File: src/rtl/uart_tx.sv
// uart_tx: 8N1 serial transmitter with a memory-mapped style interface.
// A byte written with `load` is sent LSB first at CLKS_PER_BIT clocks per bit.
// `out[15]` reports busy; all other status bits read as zero.
// Optional feature: define UART_TX_PARITY_EN to add an even-parity bit
// between the last data bit and the stop bit (8E1 framing).
module uart_tx #(
  parameter int unsigned CLKS_PER_BIT = 217
) (
  input  logic        clk,
  input  logic        clear,
  input  logic        load,
  input  logic [15:0] in,
  output logic        TX,
  output logic [15:0] out
);

  // Last baud count of a bit period; the counter wraps here and never overflows.
  localparam logic [15:0] BaudLast = 16'(CLKS_PER_BIT - 1);

  typedef enum logic [2:0] {
    StIdle,
    StStart,
    StData,
`ifdef UART_TX_PARITY_EN
    StParity,
`endif
    StStop
  } state_e;

  state_e      state_q;
  logic [15:0] baud_q;
  logic [3:0]  bit_q;
  logic [7:0]  shift_q;
  logic        tx_q;
  logic        busy_q;
`ifdef UART_TX_PARITY_EN
  logic        parity_q;
`endif

  // Only the low byte of the write data is transmitted.
  logic [7:0] unused_in_hi;
  assign unused_in_hi = in[15:8];

  logic baud_wrap;
  assign baud_wrap = (baud_q == BaudLast);

  // Frame sequencer; TX and busy are registered so the line changes only on bit boundaries.
  always_ff @(posedge clk or posedge clear) begin
    if (clear) begin
      state_q  <= StIdle;
      baud_q   <= 16'd0;
      bit_q    <= 4'd0;
      shift_q  <= 8'hFF;
      tx_q     <= 1'b1;
      busy_q   <= 1'b0;
`ifdef UART_TX_PARITY_EN
      parity_q <= 1'b0;
`endif
    end else begin
      case (state_q)
        StIdle: begin
          tx_q   <= 1'b1;
          busy_q <= 1'b0;
          if (load) begin
            shift_q  <= in[7:0];
`ifdef UART_TX_PARITY_EN
            parity_q <= ^in[7:0];
`endif
            busy_q   <= 1'b1;
            baud_q   <= 16'd0;
            tx_q     <= 1'b0;  // start bit begins on the load edge
            state_q  <= StStart;
          end
        end

        StStart: begin
          if (baud_wrap) begin
            baud_q  <= 16'd0;
            bit_q   <= 4'd0;
            tx_q    <= shift_q[0];
            state_q <= StData;
          end else begin
            baud_q <= baud_q + 16'd1;
          end
        end

        StData: begin
          if (baud_wrap) begin
            baud_q  <= 16'd0;
            shift_q <= {1'b0, shift_q[7:1]};
            bit_q   <= bit_q + 4'd1;
            if (bit_q == 4'd7) begin
`ifdef UART_TX_PARITY_EN
              tx_q    <= parity_q;
              state_q <= StParity;
`else
              tx_q    <= 1'b1;
              state_q <= StStop;
`endif
            end else begin
              tx_q <= shift_q[1];  // next LSB after this shift
            end
          end else begin
            baud_q <= baud_q + 16'd1;
          end
        end

`ifdef UART_TX_PARITY_EN
        StParity: begin
          if (baud_wrap) begin
            baud_q  <= 16'd0;
            tx_q    <= 1'b1;
            state_q <= StStop;
          end else begin
            baud_q <= baud_q + 16'd1;
          end
        end
`endif

        StStop: begin
          if (baud_wrap) begin
            baud_q  <= 16'd0;
            busy_q  <= 1'b0;
            state_q <= StIdle;
          end else begin
            baud_q <= baud_q + 16'd1;
          end
        end

        default: begin
          state_q <= StIdle;
          tx_q    <= 1'b1;
          busy_q  <= 1'b0;
          baud_q  <= 16'd0;
        end
      endcase
    end
  end

  assign TX  = tx_q;
  assign out = {busy_q, 15'd0};

endmodule
File: config.mk
export PLATFORM = sky130hd
export DESIGN_NAME = uart_tx
export DESIGN_NICKNAME = d
export VERILOG_FILES = /design/src/rtl/uart_tx.sv
export SDC_FILE = /design/constraint.sdc
export NUM_CORES = 1
export LEC_CHECK = 0
export ABC_CLOCK_PERIOD_IN_PS = 2200
export CAP_MARGIN = 20
export CORE_ASPECT_RATIO = 0.7
export CORE_UTILIZATION = 45
export CTS_CLUSTER_SIZE = 40
export DETAILED_ROUTE_END_ITERATION = 8
export DONT_BUFFER_PORTS = 1
export GPL_ROUTABILITY_DRIVEN = 0
export HOLD_SLACK_MARGIN = 0.05
export PLACE_DENSITY = 0.67
export SLEW_MARGIN = 10
export SYNTH_ARGS = -nofsm -noshare
export SYNTH_HDL_FRONTEND = slang
export SYNTH_SLANG_ARGS = --single-unit
File: constraint.sdc
create_clock -name clk -period 2.2 [get_ports clk]
set_input_delay 0.33 -clock clk [delete_from_list [all_inputs] [get_ports clk]]
set_output_delay 0.33 -clock clk [all_outputs]
set_load 0.02 [all_outputs]
==> results of run 1 <==
flip-flops by register name (all words and copies together) (netlist names):
| name | count |
|---|---|
| shift_q | 8 |
| bit_q | 4 |
| TX | 1 |
| state_q | 2 |
| busy_q | 1 |
| baud_q | 16 |
repair_timing:
action                                 in CTS  in global routing
endpoints found under the hold margin      23                  0
setup buffers                               0                  0
hold buffers                                1                  0
layout make-up:
class	count	area (sq um)
sequential	32	812
fill	403	2180
multi-input combinational	145	1100
clock inverter	2	10.0
tap	55	68.8
timing repair buffer	9	70.1
clock buffer	6	82.6
inverter	7	26.3
per-stage QoR:
stage          worst slack [ns]  util (%)  hold slack (ns)  cell area, sq um  total power [mW]
3_3_place_gp              0.325      47.5            0.333              2070             0.643
6_report                  0.322      49.9            0.320              2170              1.11
3_5_place_dp              0.313      47.5            0.336              2070             0.643
5_1_grt                   0.166      49.9            0.305              2170              1.16
4_1_cts                   0.304      49.9            0.310              2170              1.12
2_1_floorplan             0.322         -            0.440              2110             0.658
power breakdown:
| group | switching [mW] | internal [mW] | total, mW | leakage [nW] |
|---|---|---|---|---|
| clock | 0.225 | 0.250 | 0.475 | 0.0510 |
| sequential | 0 | 0.589 | 0.589 | 0.344 |
| combinational | 0.0360 | 0.00824 | 0.0443 | 0.590 |
| total | 0.261 | 0.847 | 1.11 | 0.984 |
logic make-up after synthesis:
logic type	count (synthesis)
simple gates	55
fa+ha+maj	7
other cells	1
flops	32
mux	22
buf+inv	31
compound gates	44
xor+xnor	2
worst min path at each step:
stage                             endpoint  slack (ns)  start  cells past startpoint
floorplan            baud_q[0]$_DFFE_PP0N_        0.44  clear                      1
global placement     baud_q[8]$_DFFE_PP0N_        0.33  clear                      2
detailed placement   baud_q[8]$_DFFE_PP0N_        0.34  clear                      2
CTS                 shift_q[5]$_DFFE_PP1P_        0.31  in[5]                      2
global route        shift_q[5]$_DFFE_PP1P_        0.30  in[5]                      2
finish              shift_q[5]$_DFFE_PP1P_        0.32  in[5]                      2
synthesized netlist by cell type, drive strengths merged (3+ instances only):
cell | number | area (sq um)
nand2b | 5 | 31.3
a21oi | 11 | 55.1
a22o | 5 | 43.8
a41oi | 3 | 33.8
ha | 7 | 87.6
clkbuf | 4 | 15.0
nand3 | 8 | 40.0
nand4 | 6 | 52.6
a31oi | 11 | 68.8
dfstp | 9 | 236
mux2 | 20 | 259
nor2 | 6 | 22.5
o21ai | 9 | 45.0
nand2 | 10 | 37.5
dfrtp | 23 | 576
and4 | 4 | 35.0
inv | 7 | 26.3
buf | 20 | 153
metal layers:
metal | global-route usage [%] | share of wire, % | wire length, microns | vias to the layer above
li1 | - | - | - | 688
met1 | 30.4 | 56 | 2160 | 663
met2 | 22.4 | 41 | 1580 | 34
met3 | 6.98 | 3.8 | 149 | 0
met4 | 5.91 | 0 | 0 | 0
met5 | 0 | 0 | 0 | -
==> run summary, run 1 <==
The startpoint of the most critical register-to-register path is baud_q[0]$_DFFE_PP0N_. The tree is rooted in a clkbuf_8. The core region is 0.00435 sq mm.

The simple logic cell fraction of the synthesized area is 17.2%, and the count of synthesis-stage warnings from yosys is 0. Setup repair after global routing left no endpoint under its margin. The routed via count is 1385.

Slowest library cell on the worst path: dfrtp_1. The synthesized netlist contains 43 unique library cells. Summed over all layers, the routed wires come to 3890 microns.

The first TritonRoute pass finished after 6 iterations. Following the worst setup path forward leads to its endpoint at busy_q$_DFFE_PP0P_. The finished layout holds 256 standard cells, fillers aside. Synthesis handed over a netlist of 194 instances.

The tools report the total number of nets in the final design as 226. The number of enable-type register cells in the synthesized netlist was 0; the slack of the worst reg-to-reg path was 0.32 ns. TritonCTS built the clock tree. The clock-pin slew on the worst setup and hold paths is 0.07 ns, and the achievable clock frequency is 532 MHz. The first routing iteration left 84 violations. A synthesized cell averages 10.6 sq um. The vertical die dimension was 58.5 microns; the number of pins exceeding their max-slew limit in the final report was 0. The depth of the worst register-to-register path works out to 7. For this run, design rule violations remaining after detail routing come to 2. Summing the areas of all fa, ha and maj instances in the mapped netlist gives 4.26% of the synthesized area. The tools report the worst setup path startpoint as baud_q[0]$_DFFE_PP0N_. The logs give 0 for the count of antenna diodes in the layout and 5 for the number of CTS-inserted buffers. For the finished layout, the period the worst path requires is 1.88 ns. For this run, asynchronously set or reset flops after synthesis account for 100%.

In this run, placement finished with an instance count of 247. The number of stages on the worst setup path is 7. The library cell used most frequently in the layout, excluding fill and tap cells, is dfrtp_1. The synthesized netlist devotes 14.9% of its cell area to compound gates. The final hold violation count was 0.

The main combinational cell family by area after synthesis was simple AND/OR/NAND/NOR gates. Of the cells placed in the final design, the portion with a size suffix greater than 1 is 26.9%. The buffering stage count on the worst path with inverters included is 2. The initial antenna violation count is 0, and the wire length per cell after detailed routing is 15.2 microns.

Summing the areas of all xor and xnor instances in the mapped netlist gives 0.853% of the synthesized area. The horizontal die dimension is 82.8 microns. The final reports fail on DRC. The post-synthesis mux area share works out to 13.6%. The tools report the quantity of gates resized following cts as 0. Data required time at the worst endpoint: 2.38 ns.

Summed over all failing endpoints, the final setup total negative slack is 0 ns. The family with the most delay on the worst path was flip-flops. Worst min-delay path category: primary input to flip-flop. The number of cell rows came out at 20. The delay of the slowest critical-path stage was 0.42 ns. The run gives 0.000265 V as the worst voltage drop across the vdd grid. Global route total overflow: 0. Across every metal layer, demand over resource in global routing totals 18.9%. The tools report the total half-perimeter wirelength after legalization and detailed placement as 2820 microns. The critical path is of the flip-flop to flip-flop type. The count of nets left with antenna violations once routing finished came out at 0.

In the finished design, the share of the clock period the worst path needs comes to 85.4%. From synthesis to final layout, the design area changed by 5.66%. The power density of the placed cells was 510 mW/mm^2.

The first global-routing pass estimated 6560 microns of wire. In this run the cell area of the synthesized design comes to 0.00205 sq mm. The clock latency at the later pin of the worst-skew pair was 0.28 ns. The maximum clock path buffer count is 2, and the static power due to leakage is 0.984 nW.

For the worst setup path, the data arrival time is 2.05 ns. The tools report the area of the die as 0.00484 sq mm. For this run, the leading register cell type out of synthesis is dfrtp_1. The worst register-to-register path ends at busy_q$_DFFE_PP0P_. The run gives 0 as the number of failing setup endpoints in the final timing report.

The clock net in this run drives a total of 32 sinks. The worst setup path is captured at a flip-flop. After synthesis, flip-flops and latches occupy 39.5% of the total area.

The per-cell via count in the routed design works out to 5.41. The run finished, with violations left. The H-tree generated during clock tree synthesis spans 2 levels. The worst clock skew was 0.00790 ns; the maximum fanout encountered on the critical timing path was 10.

The maximum number of pins on one net before global-route repair is 33, and the total of buffers placed on input and output ports is 0. In the layout the commonest cells are dfrtp_1, conb_1, a21oi_1, mux2_2, a31oi_1. The run gives 36 as the number of placed I/O pins.

STA classifies the critical path startpoint as a flip-flop. The max capacitance violation total is 0. For this configuration, the core starts out at a cell density of 47.2%. The number of flip-flops and latches in the synthesized netlist works out to 32. The critical path goes through inv_1 -> ha_1 -> nor3b_1 -> buf_4 -> nand4_4 -> a21oi_1 -> mux2_2. The run gives 1273 as the number of global-route vias before repair.
Note: power is estimated with default switching activity, not from simulation.
==> run 2: changes to the inputs <==
--- a/config.mk
+++ b/config.mk
@@ -8,13 +8,13 @@
 export ABC_CLOCK_PERIOD_IN_PS = 2200
 export CAP_MARGIN = 20
 export CORE_ASPECT_RATIO = 0.7
-export CORE_UTILIZATION = 45
+export CORE_UTILIZATION = 40
 export CTS_CLUSTER_SIZE = 40
 export DETAILED_ROUTE_END_ITERATION = 8
 export DONT_BUFFER_PORTS = 1
 export GPL_ROUTABILITY_DRIVEN = 0
 export HOLD_SLACK_MARGIN = 0.05
-export PLACE_DENSITY = 0.67
+export PLACE_DENSITY = 0.61
 export SLEW_MARGIN = 10
 export SYNTH_ARGS = -nofsm -noshare
 export SYNTH_HDL_FRONTEND = slang
==> run 2 against run 1 <==
  * The run now ends clean
  * Register-to-register slack is essentially flat
  * Clock-buffer cell count grew 1
  * Fmax shrank 0.32%
  * Cell count grew 5.5%
  * Sequential power is essentially flat
  * Clock power grew 31%
  * Via count grew 0.29%
  * Worst setup slack lost 0.0061 ns
  * Non-clock buffer count is the same
  * Global-route usage shrank 2.5 points
  * Critical path depth is the same
  * Core utilization shrank 4.1 points
  * Largest power group is now clock
==> run summary, run 2 (synthesized netlist as in run 1, its figures left out) <==
The initial standard-cell utilization of the core is 42.3% (-4.9 points), and the number of filler instances in the final layout is 462 (+15%). The tightest min-delay check is of the primary input to flip-flop type. The tools report the final hold violation count as 0 (unchanged).

The total non-filler cell area in the finished layout is 0.00222 sq mm (+2.4%). The library cell used most frequently in the layout, excluding fill and tap cells, is dfrtp_1. The largest registers in the layout are baud_q x16, shift_q x8, bit_q x4.

The logs give 0 (unchanged) for the count of antenna-violating nets left after detailed routing and 0.00486 sq mm (+12%) for the area of the placeable core. Maximum clock path buffer count: 2 (unchanged). The logs give 2800 microns (-0.51%) for the total half-perimeter wirelength after legalization and detailed placement and 0 (unchanged) for the number of pins exceeding their max-slew limit in the final report. Register containing the most flip-flops in the final layout: baud_q. The worst hold path depth is 2 (unchanged). The post-route clock period utilization came out at 85.7% (+0.28 points). Sum of negative setup slack: 0 ns (unchanged). In the layout the commonest cells are dfrtp_1, conb_1, a21oi_1, mux2_2, a31oi_1.

The wire length per cell after detailed routing is 14.8 microns (-2.7%). Post-layout minimum cycle time: 1.88 ns (+0.00608 ns). The worst setup path is launched from a flip-flop. The total of buffers placed on input and output ports was 0 (unchanged). The initial antenna violation count came out at 0 (unchanged). The number of optimization iterations in the first detailed-route pass came out at 4 (-2). The per-cell via count in the routed design works out to 5.14 (-4.9%).

The kind of critical path was flip-flop to flip-flop. For the post-CTS setup repair buffer count, the log shows 0 (unchanged). The global route total overflow is 0 (unchanged). The data arrival at the endpoint of the critical path came out at 2.05 ns (about the same). The flow ran to the end, and the final reports show no timing, DRC or antenna violations. The power density of the placed cells came out at 566 mW/mm^2 (+11%). Among all stages on the critical path, the largest delay is contributed by dfrtp_1.

The first-pass GRT wire length is 6660 microns (+1.6%), and the worst clock skew is 0.0129 ns (+0.00498 ns). The number of cell rows came out at 21 (+5.0%). Setup repair after global routing left no endpoint under its margin.

The worst voltage drop across the vdd grid is 0.000292 V (+10%). The count of H-tree levels built during CTS was 2 (unchanged). The run gives 16.5% (-2.5 points) as the global routing usage summed across all routing layers.

The first-iteration detailed-routing DRC count is 102 (+21%), and the routed via count is 1389 (+0.29%). Walking the worst path, the cells encountered are inv_1 -> ha_1 -> nor3b_1 -> buf_4 -> nand4_4 -> a21oi_1 -> mux2_2. The category of the worst setup path capture point is a flip-flop. The vertical die dimension was 62.0 microns (+5.9%); the area of the die was 0.00543 sq mm (+12%).

The total number of nets in the final design is 226 (unchanged). The tools report the data required time at the worst endpoint as 2.36 ns (-0.02 ns). For the number of CTS-inserted buffers, the log shows 5 (unchanged).

For the final routed wirelength across all metal layers, the log shows 3990 microns (+2.6%). For the maximum number of pins on one net before global-route repair, the log shows 33 (unchanged). The maximum fanout encountered on the critical timing path is 10 (unchanged).

The run gives 0.998 nW (+1.4%) as the static power due to leakage. The logs give 0 (-2) for the final routed DRC violation total and 0 (unchanged) for the number of failing setup endpoints in the final timing report. The clock-pin slew on the worst setup and hold paths works out to 0.07 ns (about the same).

The delay of the slowest critical-path stage was 0.42 ns (about the same); the horizontal die dimension was 87.7 microns (+5.9%). The number of flip-flops in the largest register is 16 (unchanged). The number of placed I/O pins was 36 (unchanged); the layout cell share with drive strength beyond 1 was 26.9% (unchanged).

Number of global-route vias before repair: 1319 (+3.6%). The master cell of the clock root buffer is clkbuf_8. The tools report the max capacitance violation total as 0 (unchanged).

The logs give 0 (unchanged) for the count of antenna diodes in the layout and 0.29 ns (about the same) for the clock latency at the later pin of the worst-skew pair. The depth of the worst register-to-register path was 7 (unchanged); the area added between synthesis and finish was 8.16%. The number of sinks handled by clock tree synthesis came out at 32 (unchanged).

The placed instance area is 0.00209 sq mm (+0.85%), and the achievable clock frequency is 531 MHz (-0.32%). TritonCTS built the clock tree.
run 2: cell count changes in the layout (fill, tap and decap cells not counted):
cell       before  now
clkinv_2        2    0
bufinv_16       0    1
clkbuf_8        6    7
run 2: power by group:
part | internal (mW) | switching (mW)
clock | 0.400 | 0.224
sequential | 0.589 | 0
combinational | 0.00823 | 0.0363
run 2: path summary, 6_finish.rpt:
| check | slack (ns) | from | endpoint |
|---|---|---|---|
| max | 0.32 | baud_q[0]$_DFFE_PP0N_ | busy_q$_DFFE_PP0P_ |
| max reg2reg | 0.32 | baud_q[0]$_DFFE_PP0N_ | busy_q$_DFFE_PP0P_ |
| max in group asynchronous | 1.27 | clear | shift_q[3]$_DFFE_PP1P_ |
| min in group asynchronous | 0.58 | clear | bit_q[2]$_DFFE_PP0P_ |
| min | 0.31 | in[6] | shift_q[6]$_DFFE_PP1P_ |
| min reg2reg | 0.48 | baud_q[15]$_DFFE_PP0N_ | baud_q[15]$_DFFE_PP0N_ |
run 2: through the flow:
stage | utilization (%) | setup WS [ns] | hold WS (ns) | power, mW | cells
global placement | 42.9 | 0.342 | 0.349 | 0.643 | 261
global route | 45.7 | 0.158 | 0.313 | 1.30 | 270
CTS | 45.7 | 0.285 | 0.306 | 1.27 | 270
floorplan | - | 0.322 | 0.440 | 0.658 | 208
finish | 45.7 | 0.315 | 0.313 | 1.26 | 270
detailed placement | 42.9 | 0.302 | 0.343 | 0.643 | 261
run 2: final cells by class:
class | count | area [sq um] | area share (%)
multi-input combinational | 145 | 1100 | 49.5
clock buffer | 7 | 96.3 | 4.34
inverter | 7 | 26.3 | 1.18
timing repair buffer | 9 | 70.1 | 3.15
sequential | 32 | 812 | 36.5
tap | 69 | 86.3 | 3.89
clock inverter | 1 | 30.0 | 1.35
run 2: critical path, delay by kind of cell (launching register included):
| family | cells | cell delay [ns] |
|---|---|---|
| compound gates | 1 | 0.22 |
| mux | 1 | 0.35 |
| flops | 1 | 0.42 |
| fa+ha+maj | 1 | 0.14 |
| buf+inv | 2 | 0.26 |
| simple gates | 2 | 0.38 |
run 2: layer usage:
layer	vias to the layer above	global-route usage, %	wire length (microns)
li1	689	-	-
met1	668	24.5	2240
met2	26	22.9	1600
met3	6	3.57	110
met4	0	7.26	36
met5	-	0	0
run 2: timing repair:
action	4_1_cts	5_1_grt
hold buffers	1	0
gates resized for setup	0	0
hold endpoints to repair	20	0
